===== src/rtl/rv32_ifetch.sv =====
// RV32 instruction fetch unit: a fetch PC, an in-order request stream to
// instruction memory, and a small prefetch FIFO feeding decode.
// Requests are credit-limited so that every live response has a FIFO slot.
// On a redirect the FIFO is flushed, and responses to older requests are
// counted down and discarded.
module rv32_ifetch #(
    parameter logic [31:0] RESET_PC = 32'h0000_0000,
    parameter int unsigned DEPTH    = 2
) (
    input  logic        clk,
    input  logic        reset,
    output logic        imem_req_valid,
    input  logic        imem_req_ready,
    output logic [31:0] imem_req_addr,
    input  logic        imem_rsp_valid,
    input  logic [31:0] imem_rsp_data,
    input  logic        redirect_valid,
    input  logic [31:0] redirect_pc,
    output logic        inst_valid,
    input  logic        inst_ready,
    output logic [31:0] inst_data,
    output logic [31:0] inst_pc
);

    localparam int unsigned PW = (DEPTH > 2) ? 2 : 1;
    typedef logic [2:0]    cnt_t;
    typedef logic [PW-1:0] ptr_t;
    localparam cnt_t DEPTH_C = cnt_t'(DEPTH);

    logic [31:0] pc_q, pc_d;
    logic [31:0] rsp_pc_q, rsp_pc_d;
    cnt_t        cnt_q, cnt_d;
    cnt_t        outs_q, outs_d;
    cnt_t        drop_q, drop_d;
    ptr_t        head_q, head_d;
    logic        started_q;
    logic [31:0] data_q [DEPTH];
    logic [31:0] addr_q [DEPTH];

    logic        accept;
    logic        rsp_live;
    logic        push;
    logic        pop;
    ptr_t        tail;
    cnt_t        credit;

    assign accept   = imem_req_valid & imem_req_ready;
    assign rsp_live = imem_rsp_valid & (drop_q == '0);
    assign push     = rsp_live & ~redirect_valid;
    assign pop      = inst_valid & inst_ready;
    assign tail     = head_q + cnt_q[PW-1:0];
    assign credit   = cnt_q + outs_q + drop_q;

    assign imem_req_valid = started_q & ~redirect_valid & (credit < DEPTH_C);
    assign imem_req_addr  = pc_q & 32'hFFFF_FFFC;
    assign inst_valid     = (cnt_q != '0);
    assign inst_data      = data_q[head_q];
    assign inst_pc        = addr_q[head_q];

    // Next-state for fetch PC, FIFO occupancy and in-flight bookkeeping.
    // Live responses always belong to consecutive addresses starting at the
    // last redirect target, so a single rsp_pc register replaces a per-request
    // address queue.
    always_comb begin
        pc_d     = pc_q;
        rsp_pc_d = rsp_pc_q;
        cnt_d    = cnt_q;
        outs_d   = outs_q;
        drop_d   = drop_q;
        head_d   = head_q;
        if (redirect_valid) begin
            pc_d     = redirect_pc & 32'hFFFF_FFFC;
            rsp_pc_d = redirect_pc & 32'hFFFF_FFFC;
            cnt_d    = '0;
            head_d   = '0;
            outs_d   = '0;
            drop_d   = outs_q + drop_q - {2'b00, imem_rsp_valid};
        end else begin
            if (accept) begin
                pc_d = pc_q + 32'd4;
            end
            if (push) begin
                rsp_pc_d = rsp_pc_q + 32'd4;
            end
            if (pop) begin
                head_d = head_q + ptr_t'(1);
            end
            cnt_d  = cnt_q + {2'b00, push} - {2'b00, pop};
            outs_d = outs_q + {2'b00, accept} - {2'b00, rsp_live};
            drop_d = drop_q - {2'b00, imem_rsp_valid & (drop_q != '0)};
        end
    end

    // Control state registers; requests are held off until the first edge after reset.
    always_ff @(posedge clk or negedge reset) begin
        if (!reset) begin
            pc_q      <= RESET_PC;
            rsp_pc_q  <= RESET_PC;
            cnt_q     <= '0;
            outs_q    <= '0;
            drop_q    <= '0;
            head_q    <= '0;
            started_q <= 1'b0;
        end else begin
            pc_q      <= pc_d;
            rsp_pc_q  <= rsp_pc_d;
            cnt_q     <= cnt_d;
            outs_q    <= outs_d;
            drop_q    <= drop_d;
            head_q    <= head_d;
            started_q <= 1'b1;
        end
    end

    // Prefetch FIFO storage: each live response is written with its fetch address.
    always_ff @(posedge clk or negedge reset) begin
        if (!reset) begin
            for (int unsigned i = 0; i < DEPTH; i++) begin
                data_q[i] <= '0;
                addr_q[i] <= '0;
            end
        end else if (push) begin
            data_q[tail] <= imem_rsp_data;
            addr_q[tail] <= rsp_pc_q;
        end
    end

endmodule


===== config.mk =====
export PLATFORM = sky130hd
export DESIGN_NAME = rv32_ifetch
export DESIGN_NICKNAME = d
export VERILOG_FILES = /design/src/rtl/rv32_ifetch.sv
export SDC_FILE = /design/constraint.sdc
export NUM_CORES = 1
export LEC_CHECK = 0
export BUFFER_PORTS_ARGS = -buffer_cell sky130_fd_sc_hd__buf_4
export CORE_MARGIN = 8
export CORE_UTILIZATION = 50
export CTS_CLUSTER_DIAMETER = 40
export DETAILED_ROUTE_END_ITERATION = 8
export GPL_TIMING_DRIVEN = 0
export PLACE_DENSITY = 0.75
export SLEW_MARGIN = 20
export SYNTH_ARGS = -nofsm -noshare
export SYNTH_HDL_FRONTEND = slang
export SYNTH_SLANG_ARGS = --single-unit
export TNS_END_PERCENT = 1

===== constraint.sdc =====
create_clock -name clk -period 3.7 [get_ports clk]
set_clock_uncertainty 0.1 [all_clocks]
set_input_delay 0.74 -clock clk [delete_from_list [all_inputs] [get_ports clk]]
set_output_delay 0.74 -clock clk [all_outputs]
set_load 0.005 [all_outputs]

==> impl_metrics.json, run 1 <==
{
  "design_area_sq_um": 11900,
  "area_growth_pct": 23.5,
  "grt_pass1_vias": 7225,
  "cts-buffers-inserted": 17,
  "grt_pass1_wl_um": 39000,
  "antenna_found_initial": 0,
  "period_share": 0.978,
  "post_dp_cell_area_sq_um": 11300,
  "htreeDepth": 4,
  "status": "completed",
  "powerDensity_nw_per_um2": 711,
  "tightest_slew_ns": 0.930,
  "insertion_delay_ns": 0.42,
  "drtPass1Iterations": 5,
  "max-clock-path-buffers": 2,
  "via_per_inst": 5.53,
  "timing.rr.start": "cnt_q[1]$_DFF_PN0_",
  "worst-r2r-cell-count": 15,
  "yosysSeqAreaShare": 0.505,
  "grt_use_total": 0.205,
  "cp.required_ns": 2.86,
  "yosysWarnings": 0,
  "antenna_cells": 0,
  "setup_violations": 0,
  "highest_layer": "met4",
  "ir_worst_vdd_uv": 370,
  "globalplace.congestion": 0.940,
  "drc": 0,
  "drive_gt1_frac": 0.418,
  "reg2reg_to": "outs_q[2]$_DFF_PN0_",
  "arrival_ns": 2.78,
  "met3_length_um": 1870,
  "coreArea_sq_um": 19200,
  "whs_ns": 0.114,
  "ff2ff_setup_slack_ns": 0.17,
  "synthFlopType": "dfrtp_1",
  "placed_cells": 1232,
  "worst-path-max-fanout": 5,
  "dieHeight_um": 155,
  "instances_no_fill": 1267,
  "end_kind": "output port",
  "slew_violations": 0,
  "syn_inst": 802,
  "post-route-min-period_ns": 3.62,
  "ys_async_sr_fraction": 1.00,
  "via_count": 7009,
  "min_path_type": "in -> async",
  "synth-seq-cells": 195,
  "die_w_um": 155,
  "start_util": 0.504,
  "drt-met1-wl_um": 11100,
  "wl_met2_um": 11000,
  "dieArea_sq_um": 24000,
  "worstSetupStartpointType": "flip-flop",
  "rsz0062_at_grt": "no",
  "clkSlewWorstSetupHoldPaths_ns": 0.07,
  "dr.first_iter.drc_count": 420,
  "grt_max_degree": 84,
  "hpwlAfterDp_um": 17900,
  "ctsRootBufferMaster": "clkbuf_16",
  "drv_cap": 0,
  "fin_nets": 1076,
  "cts_tree": "built",
  "wl_per_cell_um": 19.2,
  "relSlewSlack": 0.374,
  "grt-ovfl-total": 0,
  "cts_hold_buffers": 0,
  "syn_area_sq_um": 9670,
  "utilization": 0.622,
  "synthDistinctLibCells": 49,
  "postRouteWirelength_um": 24300,
  "p_leak_nw": 5.47,
  "hold_violations": 0,
  "clock_sinks": 195,
  "pin_count": 168,
  "synth.avg_cell_area_sq_um": 12.1,
  "fmax_mhz": 276,
  "portBuffers": 160,
  "ant_nets": 0,
  "num_rows": 51,
  "p_total_mw": 8.49,
  "worst-setup-path-type": "reg -> out",
  "synth-edff-count": 0
}
[worst max-delay path: stages, from the launching register on]
cell     delay [ns]
dfrtp_2        0.46
fa_1           0.50
ha_1           0.24
xor2_2         0.31
xor2_1         0.53
and2_1         0.21
buf_4          0.11
[repair_timing]
action / 4_1_cts / 5_1_grt
setup endpoints to repair: 3 / 1
pin swaps: 3 / 2
gates resized for setup: 5 / 0
buffers inserted: 2 / 1
[stage by stage]
step	TNS (ns)	setup WS [ns]
finish	0	0.0814
CTS	0	0.0461
global placement	-0.647	-0.367
detailed placement	-0.677	-0.374
floorplan	0	0.264
global route	0	0.00563
[kinds of logic (layout without fill, tap and decap cells)]
| kind of cell | after synthesis | after routing | share of synthesized area |
|---|---|---|---|
| xor gates and xnor gates | 49 | 49 | 0.0486 |
| and+or+nand+nor | 194 | 194 | 0.104 |
| muxes | 196 | 196 | 0.228 |
| DFF | 195 | 195 | 0.505 |
| other | 2 | 5 | 0.000776 |
| AOI/OAI and AO/OA | 81 | 81 | 0.0585 |
| adders and majority gates | 17 | 17 | 0.0251 |
| buffers and inverters | 68 | 265 | 0.0304 |
[how the worst max path moves through the flow]
stage	from	endpoint	slack, ns	depth (start not counted)
final	cnt_q[1]$_DFF_PN0_	imem_req_valid	0.08	6
after global routing	cnt_q[1]$_DFF_PN0_	imem_req_valid	0.006	6
after global placement	cnt_q[1]$_DFF_PN0_	outs_q[2]$_DFF_PN0_	-0.37	15
after floorplan	cnt_q[1]$_DFF_PN0_	outs_q[2]$_DFF_PN0_	0.26	15
after CTS	cnt_q[1]$_DFF_PN0_	imem_req_valid	0.05	6
after detailed placement	cnt_q[1]$_DFF_PN0_	outs_q[2]$_DFF_PN0_	-0.37	15
[state kept, by name (all words and copies together) (netlist names)]
signal,flops
data_q,64
rsp_pc_q,30
drop_q,3
outs_q,3
head_q,1
pc_q,30
addr_q,60
cnt_q,3
started_q,1
[final cells by class]
type,count,area [sq um]
clock buffer,21,470
tap,265,332
sequential,195,4880
clock inverter,11,149
multi-input combinational,542,4530
fill,1561,7270
inverter,26,97.6
timing repair buffer,165,1290
buffer,42,196
[synth_stat cells (2+ instances only)]
| cell type | n | area share |
|---|---|---|
| dfrtp_1 | 195 | 0.50 |
| mux2_2 | 194 | 0.23 |
| nand2_1 | 42 | 0.016 |
| xnor2_1 | 31 | 0.028 |
| nand3_1 | 29 | 0.015 |
| nor2_1 | 26 | 0.010 |
| inv_1 | 25 | 0.0097 |
| clkbuf_1 | 20 | 0.0078 |
| nand4_1 | 19 | 0.012 |
| o21ai_0 | 19 | 0.0098 |
| nor3_1 | 17 | 0.0088 |
| xor2_1 | 15 | 0.014 |
| a21boi_0 | 14 | 0.011 |
| nor4_1 | 14 | 0.0091 |
| buf_2 | 13 | 0.0067 |
| ha_1 | 13 | 0.017 |
| and3_1 | 11 | 0.0071 |
| o31a_1 | 10 | 0.0091 |
| a21oi_1 | 8 | 0.0041 |
| and2_1 | 8 | 0.0052 |
| nand2b_1 | 8 | 0.0052 |
| o211ai_1 | 6 | 0.0047 |
| or4_1 | 6 | 0.0047 |
| a21o_1 | 5 | 0.0039 |
| a211oi_1 | 4 | 0.0031 |
| a31oi_1 | 4 | 0.0026 |
| buf_1 | 4 | 0.0016 |
| buf_4 | 4 | 0.0031 |
| fa_1 | 4 | 0.0083 |
| nor3b_1 | 3 | 0.0023 |
| o41ai_1 | 3 | 0.0027 |
| or2_2 | 3 | 0.0019 |
| or3_1 | 3 | 0.0019 |
| a211o_1 | 2 | 0.0018 |
| a221o_1 | 2 | 0.0021 |
| a311oi_1 | 2 | 0.0018 |
| conb_1 | 2 | 0.00078 |
| mux2i_1 | 2 | 0.0021 |
| nor2b_1 | 2 | 0.0013 |
[cells in the final DEF (no fill, tap or decap), types with 21 or more instances in the layout]
cell type    n
buf_4      166
clkbuf_1    21
dfrtp_1    194
inv_1       25
mux2_2     194
nand2_1     41
nand3_1     29
nor2_1      26
xnor2_1     31
[routing by layer]
metal / global-route usage / vias up
li1: - / 3247
met1: 0.277 / 3441
met2: 0.320 / 298
met3: 0.0546 / 23
met4: 0.0574 / 0
met5: 0 / -
[where the power goes]
group	total (mW)	switching, mW	leakage [nW]	internal (mW)
Sequential	3.24	0.447	2.46	2.80
Combinational	3.31	1.41	2.72	1.90
Clock	1.94	0.812	0.296	1.12
Total	8.49	2.67	5.47	5.83
Power figures use the tool's default switching activity.
==> run 2, diff against run 1 <==
Settings changed: BUFFER_PORTS_ARGS -buffer_cell sky130_fd_sc_hd__buf_4 to unset, DONT_BUFFER_PORTS set to 1, PLACE_DENSITY 0.75 to 0.68, REMOVE_ABC_BUFFERS set to 1.
==> run 2 against run 1 <==
The run now ends with hold timing left. Worst hold slack worse by 0.21 ns. Combinational power is 28% lower. Count of clock-buffer cells in the layout is 1 lower. Critical endpoint unchanged. Largest cell class unchanged. Register-to-register slack better by 0.09 ns. Largest power group is now registers. Final cell count is 16% lower. Wire length is 4.2% lower. Utilization is 7.2 points lower. Die area stayed put. Sequential power is 2% higher. Maximum frequency is 2.9% higher.
==> impl_metrics.json, run 2 (synthesized netlist as in run 1, its figures left out) <==
{
  "globalplace.congestion": 0.854,
  "cp_slowest_stage_delay_ns": 0.51,
  "arrival_ns": 2.68,
  "htreeDepth": 4,
  "area_growth_pct": 9.16,
  "pin_count": 168,
  "relSlewSlack": 0.367,
  "period_share": 0.951,
  "tightest_slew_ns": 0.941,
  "dieHeight_um": 155,
  "ctsRootBufferMaster": "clkbuf_16",
  "grt_use_total": 0.199,
  "rsz0062_at_grt": "no",
  "hold_violations": 119,
  "cp.required_ns": 2.86,
  "via_count": 6249,
  "setup_slack_ns": 0.182,
  "reg.largest.list": "data_q x64, addr_q x60",
  "slew_violations": 0,
  "clkSlewWorstSetupHoldPaths_ns": 0.07,
  "final_cell_mix": "mux2_2 (194), dfrtp_1 (194), nand2_1 (41), xnor2_1 (31), nand3_1 (29)",
  "top_register": "data_q",
  "coreArea_sq_um": 19200,
  "grt_pass1_vias": 6750,
  "dr.first_iter.drc_count": 433,
  "antenna_found_initial": 1,
  "violations": "hold timing",
  "drv_cap": 0,
  "via_per_inst": 5.87,
  "hpwlAfterDp_um": 16600,
  "fin_nets": 874,
  "whs_ns": -0.0927,
  "worst-path-max-fanout": 5,
  "cp_cell_sequence": "fa_1, ha_1, xor2_2, xor2_1, and2_1",
  "portBuffers": 0,
  "postRouteWirelength_um": 23300,
  "insertion_delay_ns": 0.43,
  "p_leak_nw": 4.55,
  "max-clock-path-buffers": 2,
  "cts_tree": "built",
  "post-route-min-period_ns": 3.52,
  "crit_slowest_cell": "fa_1",
  "ant_nets": 0,
  "ir_worst_vdd_uv": 472,
  "die_w_um": 155,
  "min_path_type": "in -> async",
  "status": "finished with violations",
  "worst-setup-path-type": "reg -> out",
  "powerDensity_nw_per_um2": 717,
  "start_util": 0.504,
  "clock_sinks": 195,
  "dieArea_sq_um": 24000,
  "drive_gt1_frac": 0.303,
  "place_ws_ns": -0.394,
  "setup_violations": 0,
  "drc": 0,
  "worstSetupStartpointType": "flip-flop",
  "largest_register_ffs": 64,
  "cts-buffers-inserted": 17,
  "grt-ovfl-total": 0,
  "grt_max_degree": 196,
  "grt_pass1_wl_um": 37600,
  "drtPass1Iterations": 5,
  "num_rows": 51,
  "fmax_mhz": 284,
  "wl_per_cell_um": 21.8,
  "end_kind": "output port"
}
## run 2: cell count changes in the layout (fill, tap and decap cells not counted), sizes merged
cell      before  now
diode          0    1
clkinvlp       3    1
clkinv         3    5
buf          187    5
clkbuf        41   20
## run 2: final timing paths
path                                        start  cells after the start                 endpoint  slack [ns]
min in group clk                   redirect_valid                      1  rsp_pc_q[4]$_DFFE_PN0N_        0.32
max                            cnt_q[1]$_DFF_PN0_                      5           imem_req_valid        0.18
min reg2reg                addr_q[30]$_DFFE_PN0P_                      1   addr_q[30]$_DFFE_PN0P_        0.40
max in group asynchronous                   reset                      0  rsp_pc_q[2]$_DFFE_PN0N_        3.16
min                                         reset                      0   data_q[49]$_DFFE_PN0P_       -0.09
max reg2reg                    cnt_q[1]$_DFF_PN0_                     13      outs_q[2]$_DFF_PN0_        0.26
## run 2: power by group
group          internal (mW)  switching (mW)
registers               2.80           0.504
logic                   1.27            1.12
clock network           1.08           0.790
total                   5.15            2.41
## run 2: area by class of cell
class	count	area (sq um)
antenna	1	2.50
sequential	195	4880
inverter	26	103
clock buffer	20	447
timing repair buffer	5	110
tap	265	332
clock inverter	11	151
fill	1599	8650
multi-input combinational	542	4530
## run 2: per-layer routing
layer / vias to the layer above / global-route usage / wire length [um]
li1: 2830 / - / -
met1: 3201 / 0.239 / 9450
met2: 198 / 0.329 / 11500
met3: 20 / 0.0677 / 1940
met4: 0 / 0.0691 / 375
met5: - / 0 / 0
## run 2: through the flow
step / setup TNS [ns] / power [mW] / area (sq um) / cells / util
CTS: 0 / 7.66 / 10500 / 1064 / 0.549
finish: 0 / 7.57 / 10600 / 1065 / 0.550
floorplan: -107.15 / 5.07 / 9490 / 763 / -
global route: 0 / 8.05 / 10600 / 1065 / 0.550
detailed placement: -0.719 / 5.75 / 9940 / 1032 / 0.517
global placement: -381.12 / 5.60 / 9820 / 1028 / 0.511
## run 2: worst max-delay path: cells and delay by family, from the launching register on
family	cells	cell delay (ns)
xor gates and xnor gates	2	0.77
adders and majority gates	2	0.76
DFF	1	0.45
and+or+nand+nor	1	0.27
## run 2: timing repair
item	4_1_cts	5_1_grt
setup buffers	1	0
pin swaps	1	0
resized for setup	1	4
setup endpoints to repair	2	2
endpoints found under the hold margin	195	195
==> run 3, diff against run 2 <==
Settings changed: PLACE_DENSITY 0.68 to unset.
Clock period 3.7 ns to 4.3 ns, I/O delays scaled along.
==> run 3 against run 2 <==
Final area rose by 0.31%. Sequential share of layout area fell by 0.14 points. The run now ends clean. Clock power fell by 8%. Worst setup slack improved by 0.34 ns.
==> impl_metrics.json, run 3 (synthesized netlist as in run 1, its figures left out) <==
{
  "cts-buffers-inserted": 17,
  "cts_tree": "built",
  "ir_worst_vdd_uv": 398,
  "dr.first_iter.drc_count": 396,
  "worst-path-max-fanout": 30,
  "grt_max_degree": 196,
  "drtPass1Iterations": 5,
  "min_path_type": "in -> async",
  "postRouteWirelength_um": 22700,
  "die_w_um": 155,
  "start_util": 0.504,
  "antenna_found_initial": 3,
  "worstSetupStartpointType": "flip-flop",
  "final_cell_mix": "mux2_2 (194), dfrtp_1 (194), nand2_1 (42), xnor2_1 (31), nand3_1 (29)",
  "via_count": 6178,
  "top_register": "data_q",
  "cts_hold_buffers": 0,
  "ant_nets": 0,
  "drc": 0,
  "cp_slowest_stage_delay_ns": 0.50,
  "max-clock-path-buffers": 2,
  "htreeDepth": 4,
  "area_growth_pct": 9.50,
  "drv_cap": 0,
  "grt_pass1_wl_um": 36700,
  "via_per_inst": 5.79,
  "globalplace.congestion": 0.844,
  "p_total_mw": 6.59,
  "num_rows": 51,
  "end_kind": "flip-flop",
  "tns_ns": 0,
  "cp_cell_sequence": "fa_1, ha_1, nor3b_1, nand2_1, nor2_4, inv_2, ha_1, inv_1, ha_1, inv_1, fa_1, xnor2_1, nor2_1",
  "powerDensity_nw_per_um2": 622,
  "path_buf_inv": 3,
  "dieArea_sq_um": 24000,
  "utilization": 0.551,
  "tightest_slew_ns": 0.987,
  "crit_slowest_cell": "fa_1",
  "post-route-min-period_ns": 3.78,
  "period_share": 0.880,
  "cp.required_ns": 4.53,
  "grt_pass1_vias": 6496,
  "coreArea_sq_um": 19200,
  "clkSlewWorstSetupHoldPaths_ns": 0.08,
  "fmax_mhz": 264,
  "clock_sinks": 195,
  "rsz0062_at_grt": "no",
  "largest_register_ffs": 64,
  "status": "completed",
  "grt_use_total": 0.194,
  "arrival_ns": 4.01,
  "portBuffers": 0,
  "dieHeight_um": 155,
  "worst-setup-path-type": "reg -> reg",
  "cts-resized-gates": 0,
  "slew_violations": 0,
  "reg.largest.list": "data_q x64, addr_q x60",
  "wl_per_cell_um": 21.3,
  "setup_violations": 0,
  "pin_count": 168,
  "p_leak_nw": 4.56,
  "ctsRootBufferMaster": "clkbuf_16",
  "placed_cells": 1032,
  "drive_gt1_frac": 0.304,
  "instances_no_fill": 1067,
  "hpwlAfterDp_um": 15900,
  "crit_top_cell": "ha_1",
  "relSlewSlack": 0.336,
  "hold_violations": 0,
  "fillCellCount": 1607,
  "insertion_delay_ns": 0.43,
  "fin_nets": 874,
  "critPathTopFamily": "adder cells",
  "grt-ovfl-total": 0
}
run 3: cell types whose count changed in the layout (fill, tap and decap cells not counted), moves of 2 or more:
| cell | before | now |
|---|---|---|
| inv_8 | 0 | 2 |
| clkinv_4 | 3 | 1 |
| inv_6 | 3 | 5 |
| clkbuf_1 | 2 | 0 |
run 3: cell type report:
cell class | count | area [sq um] | share of cell area
inverters | 26 | 97.6 | 0.00922
diodes | 2 | 5.00 | 0.000473
flip-flops and latches | 195 | 4880 | 0.461
repair buffers | 5 | 110 | 0.0104
well taps | 265 | 332 | 0.0313
multi-input cells | 542 | 4520 | 0.427
clock buffers | 17 | 425 | 0.0402
clock inverters | 15 | 215 | 0.0203
run 3: worst paths after layout:
kind | from | to | slack, ns | depth (start not counted)
worst max-delay path | cnt_q[1]$_DFF_PN0_ | outs_q[2]$_DFF_PN0_ | 0.52 | 13
max in group asynchronous | reset | head_q$_DFFE_PN0P_ | 3.60 | 0
worst min register to register | addr_q[28]$_DFFE_PN0P_ | addr_q[28]$_DFFE_PN0P_ | 0.40 | 1
worst max register to register | cnt_q[1]$_DFF_PN0_ | outs_q[2]$_DFF_PN0_ | 0.52 | 13
worst min-delay path | reset | data_q[33]$_DFFE_PN0P_ | 0.03 | 0
min in group clk | addr_q[28]$_DFFE_PN0P_ | addr_q[28]$_DFFE_PN0P_ | 0.40 | 1
run 3: per-stage QoR:
stage / cell area [sq um] / hold slack [ns] / setup slack [ns]
6_report: 10600 / 0.0262 / 0.518
5_1_grt: 10600 / 0.00115 / 0.298
4_1_cts: 10600 / 0.00596 / 0.245
3_5_place_dp: 9940 / 0.390 / 0.256
3_3_place_gp: 9820 / 0.383 / -3.56
2_1_floorplan: 9490 / 0.375 / -0.798
run 3: routing by layer:
layer  track usage  share of wire  routed length, um
met1         0.237           0.42               9460
met2         0.316           0.48              11000
met3        0.0685          0.081               1840
met4        0.0611          0.018                403
met5             0        0.00057                 13
run 3: repair_timing:
| item | 4_1_cts | 5_1_grt |
|---|---|---|
| hold endpoints to repair | 0 | 0 |
| setup endpoints to repair | 0 | 1 |
| buffers inserted | 0 | 1 |
run 3: report_power, final:
group / internal [mW] / switching [mW] / total [mW]
Sequential: 2.41 / 0.427 / 2.84
Clock: 0.992 / 0.729 / 1.72
Combinational: 1.08 / 0.947 / 2.03
